`config.mk`:
```
export PLATFORM = sky130hd
export DESIGN_NAME = decode_stage
export DESIGN_NICKNAME = d
export VERILOG_FILES = /design/src/rtl/decode_stage.sv
export SDC_FILE = /design/constraint.sdc
export NUM_CORES = 1
export LEC_CHECK = 0
export ABC_CLOCK_PERIOD_IN_PS = 6200
export BUFFER_PORTS_ARGS = -buffer_cell sky130_fd_sc_hd__clkbuf_2
export CAP_MARGIN = 15
export CORE_ASPECT_RATIO = 2
export CORE_MARGIN = 2
export CORE_UTILIZATION = 55
export CTS_BUF_LIST = sky130_fd_sc_hd__clkbuf_8
export CTS_CLUSTER_SIZE = 16
export DETAILED_ROUTE_END_ITERATION = 10
export PLACE_DENSITY = 0.79
export REMOVE_ABC_BUFFERS = 1
export SYNTH_ARGS = -nofsm -noshare
export SYNTH_HDL_FRONTEND = slang
export SYNTH_SLANG_ARGS = --single-unit
```
`constraint.sdc`:
```
create_clock -name clk -period 6.2 [get_ports clk]
set_input_delay 0.62 -clock clk [delete_from_list [all_inputs] [get_ports clk]]
set_output_delay 0.62 -clock clk [all_outputs]
set_load 0.02 [all_outputs]
```
`src/rtl/decode_stage.sv`:
```
// decode_stage: RV32I decode with valid/ready handshake and optional 2-entry skid buffer
module decode_stage #(
  parameter int PC_W        = 32,
  parameter int SKID        = 1,
  parameter int CHECK_FUNCT = 1,
  parameter int EN_M        = 1
) (
  input  logic            clk,
  input  logic            rstn,
  input  logic            flush,
  input  logic            in_valid,
  output logic            in_ready,
  input  logic [31:0]     in_inst,
  input  logic [PC_W-1:0] in_pc,
  output logic            out_valid,
  input  logic            out_ready,
  output logic [PC_W-1:0] out_pc,
  output logic [6:0]      out_opcode,
  output logic [4:0]      out_rd,
  output logic [4:0]      out_rs1,
  output logic [4:0]      out_rs2,
  output logic [2:0]      out_funct3,
  output logic [6:0]      out_funct7,
  output logic [31:0]     out_imm,
  output logic [10:0]     out_cls,
  output logic            out_mul,
  output logic            out_rd_we,
  output logic            out_rs1_en,
  output logic            out_rs2_en,
  output logic            out_illegal
);
  typedef struct packed {
    logic [PC_W-1:0] pc;
    logic [31:0]     inst;
    logic [31:0]     imm;
    logic [10:0]     cls;
    logic            mul;
    logic            rd_we;
    logic            rs1_en;
    logic            rs2_en;
    logic            illegal;
  } ent_t;
  typedef enum logic [1:0] {EMPTY, ONE, TWO} state_t;
  state_t state, state_n;
  ent_t d, main_q, skid_q;
  logic load_main, load_skid, skid_to_main, rdy_q, alive_q, acc, pop;
  logic [10:0] c;
  logic [2:0] f3;
  logic [6:0] f7;
  logic known, bad_f, ill, itype;
  logic [31:0] imm_i, imm_s, imm_b, imm_u, imm_j;
  assign f3 = in_inst[14:12];
  assign f7 = in_inst[31:25];
  // class bits {system,jal,jalr,branch,lui,alur,store,auipc,alui,fence,load}
  assign c = {in_inst[6:2] == 5'b11100, in_inst[6:2] == 5'b11011, in_inst[6:2] == 5'b11001,
              in_inst[6:2] == 5'b11000, in_inst[6:2] == 5'b01101, in_inst[6:2] == 5'b01100,
              in_inst[6:2] == 5'b01000, in_inst[6:2] == 5'b00101, in_inst[6:2] == 5'b00100,
              in_inst[6:2] == 5'b00011, in_inst[6:2] == 5'b00000};
  assign imm_i = {{20{in_inst[31]}}, in_inst[31:20]};
  assign imm_s = {{20{in_inst[31]}}, in_inst[31:25], in_inst[11:7]};
  assign imm_b = {{20{in_inst[31]}}, in_inst[7], in_inst[30:25], in_inst[11:8], 1'b0};
  assign imm_u = {in_inst[31:12], 12'b0};
  assign imm_j = {{12{in_inst[31]}}, in_inst[19:12], in_inst[20], in_inst[30:21], 1'b0};
  // combinational decode of the presented instruction, captured only on accept
  always_comb begin
    known = (in_inst[1:0] == 2'b11) & (|c);
    itype = c[0] | c[1] | c[2] | c[8] | c[10];
    bad_f = (c[0] & (f3 == 3'd3 | f3 == 3'd6 | f3 == 3'd7))
          | (c[4] & (f3 > 3'd2))
          | (c[7] & (f3 == 3'd2 | f3 == 3'd3))
          | (c[8] & (f3 != 3'd0))
          | (c[2] & f3 == 3'd1 & f7 != 7'h00)
          | (c[2] & f3 == 3'd5 & f7 != 7'h00 & f7 != 7'h20)
          | (c[5] & !(f7 == 7'h00 | f7 == 7'h20 | ((EN_M != 0) & f7 == 7'h01)))
          | (c[5] & f7 == 7'h20 & !(f3 == 3'd0 | f3 == 3'd5));
    ill = !known | ((CHECK_FUNCT != 0) & bad_f);
    d.pc      = in_pc;
    d.inst    = in_inst;
    d.illegal = ill;
    d.cls     = ill ? 11'b0 : c;
    d.imm     = ill ? 32'b0 : itype ? imm_i : c[4] ? imm_s : c[7] ? imm_b :
                (c[6] | c[3]) ? imm_u : c[9] ? imm_j : 32'b0;
    d.rd_we   = !ill & (c[0] | c[2] | c[5] | c[6] | c[3] | c[9] | c[8] | c[10]) & (in_inst[11:7] != 5'd0);
    d.rs1_en  = !ill & (c[0] | c[4] | c[2] | c[5] | c[7] | c[8]);
    d.rs2_en  = !ill & (c[4] | c[5] | c[7]);
    d.mul     = !ill & c[5] & (EN_M != 0) & (f7 == 7'h01);
  end
  assign out_valid = state != EMPTY;
  assign in_ready  = (SKID != 0) ? rdy_q : alive_q & (state == EMPTY | out_ready);
  assign acc       = in_valid & in_ready;
  assign pop       = out_valid & out_ready;
  // occupancy FSM; flush overrides everything and drops a same-cycle accept
  always_comb begin
    state_n      = state;
    load_main    = 1'b0;
    load_skid    = 1'b0;
    skid_to_main = 1'b0;
    case (state)
      EMPTY: if (acc) begin state_n = ONE; load_main = 1'b1; end
      ONE: begin
        if (acc & !pop) begin state_n = TWO; load_skid = 1'b1; end
        else if (pop & !acc) state_n = EMPTY;
        else if (acc & pop) load_main = 1'b1;
      end
      TWO: if (pop) begin state_n = ONE; skid_to_main = 1'b1; end
      default: state_n = EMPTY;
    endcase
    if (flush) begin
      state_n   = EMPTY;
      load_main = 1'b0;
      load_skid = 1'b0;
      skid_to_main = 1'b0;
    end
  end
  // state register and registered in_ready (low in reset, high from the first edge after)
  always_ff @(posedge clk or negedge rstn) begin
    if (!rstn) begin
      state   <= EMPTY;
      rdy_q   <= 1'b0;
      alive_q <= 1'b0;
    end else begin
      state   <= state_n;
      rdy_q   <= state_n != TWO;
      alive_q <= 1'b1;
    end
  end
  // entry storage: main feeds the outputs, skid holds the overflow entry
  always_ff @(posedge clk or negedge rstn) begin
    if (!rstn) begin
      main_q <= '0;
      skid_q <= '0;
    end else begin
      if (load_main) main_q <= d;
      else if (skid_to_main) main_q <= skid_q;
      if (load_skid) skid_q <= d;
    end
  end
  assign out_pc      = main_q.pc;
  assign out_opcode  = main_q.inst[6:0];
  assign out_rd      = main_q.inst[11:7];
  assign out_rs1     = main_q.inst[19:15];
  assign out_rs2     = main_q.inst[24:20];
  assign out_funct3  = main_q.inst[14:12];
  assign out_funct7  = main_q.inst[31:25];
  assign out_imm     = main_q.imm;
  assign out_cls     = main_q.cls;
  assign out_mul     = main_q.mul;
  assign out_rd_we   = main_q.rd_we;
  assign out_rs1_en  = main_q.rs1_en;
  assign out_rs2_en  = main_q.rs2_en;
  assign out_illegal = main_q.illegal;
endmodule

```
* Word level (Yosys, flattened, before mapping)
Cells that the tools add are included.
Widths: inputs -> output; s select.
** Storage, ports and cells
- Flip-flop bits (word level) :: 227
- Latch bits :: 0
- Bits in writable memories :: 0
- Bits in read-only memories :: 0
- Input bits :: 69
- Output and inout port bits :: 114
- Word-level logic and storage cells :: 144
- Memories :: 0
** Cells by class
- $add $sub $neg :: 0
- Multiply operators :: 0
- Divide/modulo/power cells :: 0
- Order comparisons :: 1
- Equality and inequality tests :: 23
- Shift-type cells :: 0
- Multiplexer cells :: 27
- Bitwise operators :: 57
- Reduce and logical (&&, ||, !) cells :: 16
** Operator list (count)
- $mux 112 :: 2
- $mux 32 :: 6
- $or 1x1->1 :: 33
- $and 1x1->1 :: 24
- $eq 5x5->1 const B :: 4
- $eq 5x4->1 const B :: 3
- $mux 1 :: 11
- $mux 11 :: 1
- $reduce_or 11->1 :: 1
- $eq 5x3->1 const B :: 2
- $mux 2 :: 5
- $eq 3x3->1 const B :: 3
- $eq 7x1->1 const B :: 1
- $eq 7x6->1 const B :: 1
- $logic_not 7->1 :: 1
- $ne 7x6->1 const B :: 1
- $reduce_bool 7->1 :: 1
- $eq 3x2->1 const B :: 2
- $logic_not 1->1 :: 6
- $pmux 2 s3 :: 1
- $eq 5x2->1 const B :: 1
- $logic_not 5->1 :: 1
- $reduce_bool 5->1 :: 1
- $eq 2x2->1 const B :: 2
- 9 further kinds :: 10

* Depth between registers and ports, before layout
- Depth in word-level cells :: 16
- Depth in mapped cells :: 9
- Gate-level depth less buffers :: 6

* Least setup slack after synthesis
Ideal clock, no wire load.
- Path kind :: input -> register
- From :: input port in_inst[26]
- To :: register main_q (netlist bit out_imm[11])
- Data arrival time :: 2361 ps
- Data required time :: 6105 ps
- Setup slack :: 3744 ps
- Stages :: 7
- Buffers on the path :: 1
- Cell sequence :: or4_4 > or3_1 > o21bai_4 > a21oi_4 > o211ai_4 > buf_6 > o31ai_1
** Between the ends
- Longest elaborated chain between the ends :: 10
** RTL lines
- start: declaration :: line 13 : input logic [31:0] in_inst,
- $eq 7x6->1 or $logic_not 7->1 (tied branches) :: line 74, 75
- $or 1x1->1 (2 in a row) :: line 74 : | (c[5] & !(f7 == 7'h00 | f7 == 7'h20 | ((EN_M != 0) & f7 == 7'h01)))
- $logic_not 1->1 :: line 74
- $and 1x1->1 :: line 74
- $or 1x1->1 :: line 74
- $or 1x1->1 (*) :: line 75 : | (c[5] & f7 == 7'h20 & !(f3 == 3'd0 | f3 == 3'd5));
- $or 1x1->1 (*) :: line 76 : ill = !known | ((CHECK_FUNCT != 0) & bad_f);
- $mux 32 (*) :: line 81 : d.imm = ill ? 32'b0 : itype ? imm_i : c[4] ? imm_s : c[7] ? imm_b :
- $mux 112 (*) :: line 133 : if (load_main) main_q <= d;
- end signal: assignment :: line 134 : else if (skid_to_main) main_q <= skid_q;
- end: declaration :: line 45 : ent_t d, main_q, skid_q;
Every way passes the cells marked *; elsewhere a longest branch is shown, timed or not.
A chain may end at the register's enable or synchronous reset.

* Worst setup path in the final report
- From :: register state[1]
- To :: register main_q (netlist bit out_rs2_en)
** Between the ends
- Longest elaborated chain between the ends :: 9
** RTL lines
- start: declaration :: line 44 : state_t state, state_n;
- start signal: assignment :: line 122 : state <= state_n;
- $reduce_bool 2->1 :: line 88 : assign out_valid = state != EMPTY;
- $and 1x1->1 :: line 91 : assign pop = out_valid & out_ready;
- $and 1x1->1 :: line 103 : else if (acc & pop) load_main = 1'b1;
- $mux 1 :: line 103
- $mux 1 :: line 102 : else if (pop & !acc) state_n = EMPTY;
- $mux 1 :: line 101 : if (acc & !pop) begin state_n = TWO; load_skid = 1'b1; end
- $pmux 1 s2 :: line 98 : case (state)
- $mux 1 :: line 108 : if (flush) begin
- $mux 112 or $reduce_bool 2->1 (tied branches)
Parallel ways exist; a longest one is shown, timed or not.

==> results by stage <==
Worst setup path:
- The endpoint required time on the critical path is 6.61 ns.
- The worst-path cell with the longest stage delay is nor2_4.
- By startpoint and endpoint, the worst setup path is classified as reg -> reg.
- The slack of the worst reg-to-reg path is 3.25 ns.
- The critical register-to-register path endpoint is out_rs2_en.
- The critical path startpoint is state[1].
- The worst setup path is launched from a flip-flop.
- STA classifies the critical path endpoint as a flip-flop.
- Data arrives at the worst endpoint at 3.36 ns.
- The signal on the critical path passes through or3b_2 > nor2_4 > buf_4 > buf_4 > nor3_1 > a221oi_1.
- In this run the worst path has a maximum fanout of 36.
- The cell class contributing the biggest share of worst-path delay is simple AND/OR/NAND/NOR gates.
- Together, buffers and inverters on the worst path number 2.
- The worst register-to-register path begins at state[1].
- For this run, the slowest stage of the critical path takes 0.78 ns.
- The cell occurring most often along the worst timing path is buf_4.
- The path depth of the worst reg2reg path is 6.

STA:
- Across the routed clock network, the largest skew measured is 0.0277 ns.
- The number of pins with negative max-slew slack in the final report was 0.
- The number of endpoints failing setup at the final stage is 0.
- The shortest period the worst path allows is 2.95 ns.
- The highest clock rate is 339 MHz.
- In the finished design, the share of the clock period the worst path needs comes to 0.476.
- The setup slack after layout is 3.25 ns.
- At the pin with the least slew margin, the transition time is 1.11 ns.
- The hold violation total from the final report is 0.
- Setup repair after global routing left no endpoint under its margin.
- Headroom to the max-slew limit came out at 0.255.

Power:
- In this run the power spent charging and discharging nets is 1.08 mW.
- Of the total power, registers draw 0.498.
- Of the total power, the clock network draws 0.341.
- Of the total power, the share spent switching nets is 0.298.
- The share of total power dissipated in combinational logic is 0.161.
- In this run the static leakage power is 5.82 nW.
- The internal power summed over all cells is 2.55 mW.
- The worst IR drop on VDD is 0.228 mV.
- In this run the power density over the cells is 315 nW/um^2.

Yosys:
- nand2_1 is the most common cell in the netlist.
- In this run, distinct cell masters in the synthesized netlist total 55.
- The main combinational cell family by area after synthesis is compound AO/OA/AOI/OAI gates.
- Of the total synthesized cell area, the portion taken by full adders, half adders and majority gates is 0.
- The flip-flop cell with the highest count after synthesis is dfrtp_1.
- The instance count of the mapped netlist is 1031.
- The area of the mapped netlist is 9810 um^2.
- The complex-gate fraction of the synthesized area is 0.190.
- The sequential cell area fraction in the yosys report is 0.579.
- The fraction of registers with async set or reset after synthesis is 1.00.
- Counting flops and latches in the post-synthesis netlist gives 227.
- The share of synthesized area in the top cell type comes to 0.579.
- For this run, the number of Yosys warnings is 0.
- The average size of a mapped cell is 9.52 um^2.
- Ranked by instance count, the synthesized netlist is headed by 381 x nand2_1, 227 x dfrtp_1, 107 x a22oi_1.
- By area the synthesized netlist is led by dfrtp_1 58%, nand2_1 15%, a22oi_1 8.2%, o31ai_1 5.4%, clkbuf_1 2.6%.
- In this run, synthesis inferred 0 flip-flops with an integrated enable.
- After synthesis, the share of cell area in mux cells is 0.00535.
- Of the total synthesized cell area, the portion taken by XOR and XNOR cells is 0.000892.
- Of the total synthesized cell area, the portion taken by AND, OR, NAND and NOR gates is 0.188.
- The synthesized design spends more area on one cell type than any other, namely dfrtp_1.

Place:
- Port buffering added 182 buffers.
- The post-detailed-placement half-perimeter wirelength is 15800 um.
- Summing all placed instances gives a cell area of 10800 um^2.
- The final weighted congestion in routability-driven placement is 0.908.
- The number of placed instances, taps included, is 1361.
- The pre-CTS setup slack is 2.93 ns.

Floorplanning:
- The die is 193 um tall.
- The area inside the core boundary is 17600 um^2.
- 183 I/O pins were placed.
- The area of the die is 19000 um^2.
- The starting utilization of the core area is 0.557.
- The horizontal extent of the die is 98.5 um.
- Row generation in the floorplan step produced 69 rows.

Drt:
- In the final routed layout, each cell accounts on average for 17.5 um.
- The count of unresolved DRC violations after routing is 0.
- After the first detailed-routing iteration, the DRC count stood at 563.
- The iteration count of the initial detailed-routing pass is 5.
- Across all layers, the routed design uses 8299 vias.
- Wires add up to 24800 um.
- The average via count per standard cell is 5.85.
- The number of nets with antenna violations after detailed routing is 0.

Cells and area:
- The number of inserted diodes is 0.
- With fillers left out, the area of the finished cells amounts to 11500 um^2.
- At the end of the flow, the number of nets in the layout was 1253.
- In the final layout, the share of cells above drive strength 1 is 0.216.
- Measured on the finished design, the core utilization comes to 0.652.
- The number of standard cells in the final layout excluding fillers is 1419.
- Compared with the post-synthesis result, the final layout area differs by 17.1%.

Worst hold path:
- The worst hold path belongs to the class in -> async.

Flow run:
- The max-cap violation count is 0.

Clock tree:
- After clock tree synthesis, the flow added hold-fix buffers numbering 0.
- In this run the clock root is driven by a clkbuf_8.
- The clock drives 227 sinks.
- After clock tree synthesis, the clock-pin slew on the worst setup and hold paths is 0.07 ns.
- The worst-skew pair later-pin latency is 0.51 ns.
- After clock tree synthesis, the repair step resized 0 gates.
- The number of buffers inserted by post-CTS setup repair is 0.
- The TritonCTS clock tree is yes.
- The number of buffers on the longest clock path is 3.
- CTS built an H-tree with a depth of 2.
- The number of buffers inserted during clock tree synthesis is 34.

Global route:
- The initial antenna violation count is 0.
- The number of global-route vias before repair was 8010.
- Summed over all layers, the global routing overflow is 0.
- Across every metal layer, demand over resource in global routing totals 0.258.
- Entering global routing, the biggest net connects 94 pins.
- The first global-routing pass estimated 40400 um of wire.

Outcome:
- The run finished with clean final reports.
[placed cells by master, fill, tap and decap left out, types with 3 or more instances in the layout]
master / count
mux2i_1: 3
inv_1: 18
buf_4: 14
nand3_1: 14
clkbuf_2: 181
a21oi_1: 23
nor2_4: 3
dfrtp_1: 227
nand3b_1: 3
o22ai_1: 3
o211ai_1: 3
and3_1: 3
or3_1: 3
nor4bb_1: 3
a21o_1: 3
clkbuf_8: 43
nor2_1: 14
nor3_1: 7
a22oi_1: 107
o31ai_1: 70
nor2b_1: 3
o21ai_0: 33
nand2_1: 381
[worst register-to-register path: stages (launching register included)]
cell,delay (ns)
dfrtp_1,0.45
or3b_2,0.53
nor2_4,0.78
buf_4,0.44
buf_4,0.38
nor3_1,0.08
a221oi_1,0.22
[state kept, by name, indices dropped and copies added, names as in the netlist]
register and cells:
out_rd_we 1, out_rd 5, out_pc 32, out_funct3 3, out_rs1_en 1, state 2
out_rs1 5, out_rs2_en 1, out_cls 11, out_opcode 7, out_mul 1, out_funct7 7
out_illegal 1, in_ready 1, skid_q 112, out_imm 32, out_rs2 5
[power by group through the flow]
stage	sequential [mW]	combinational (mW)	clock, mW
2_1_floorplan	1.91	0.249	0
3_3_place_gp	1.82	0.567	0
3_5_place_dp	1.83	0.587	0
4_1_cts	1.80	0.590	1.26
5_1_grt	1.83	0.657	1.31
6_report	1.81	0.583	1.24
[metrics by stage]
| step | setup TNS, ns | power, mW | hold slack [ns] |
|---|---|---|---|
| 2_1_floorplan | -612.81 | 2.16 | 0.324 |
| 3_3_place_gp | 0 | 2.39 | 0.456 |
| 3_5_place_dp | 0 | 2.41 | 0.462 |
| 4_1_cts | 0 | 3.65 | 0.101 |
| 5_1_grt | 0 | 3.80 | 0.136 |
| 6_report | 0 | 3.62 | 0.0788 |
[layer usage]
layer,part of all wire,global-route usage,up-vias
met5,0,0,-
met4,0.018,0.0732,0
met3,0.075,0.0471,37
met2,0.49,0.418,348
met1,0.42,0.360,4028
li1,-,-,3886
[cell type report]
cell class / instances / area [um^2]
Clock buffer: 43 / 592
Clock inverter: 15 / 93.8
Fill cell: 1473 / 6120
Inverter: 7 / 26.3
Multi-Input combinational cell: 718 / 3800
Sequential cell: 227 / 5680
Tap cell: 213 / 267
Timing Repair Buffer: 196 / 1030
[how the worst max path moves through the flow]
stage	end	slack (ns)	cells past startpoint
global placement	out_rs2_en	3.01	7
CTS	out_rs2_en	3.26	6
floorplan	out_cls[0]	-5.81	4
global route	out_imm[31]	3.10	6
detailed placement	out_rs2_en	2.93	7
finish	out_rs2_en	3.25	6
[logic make-up after synthesis]
family	after synthesis
and+or+nand+nor	452
AOI/OAI and AO/OA	260
DFF	227
buffers and inverters	86
muxes	5
xor gates and xnor gates	1
Power figures use the tool's default switching activity.
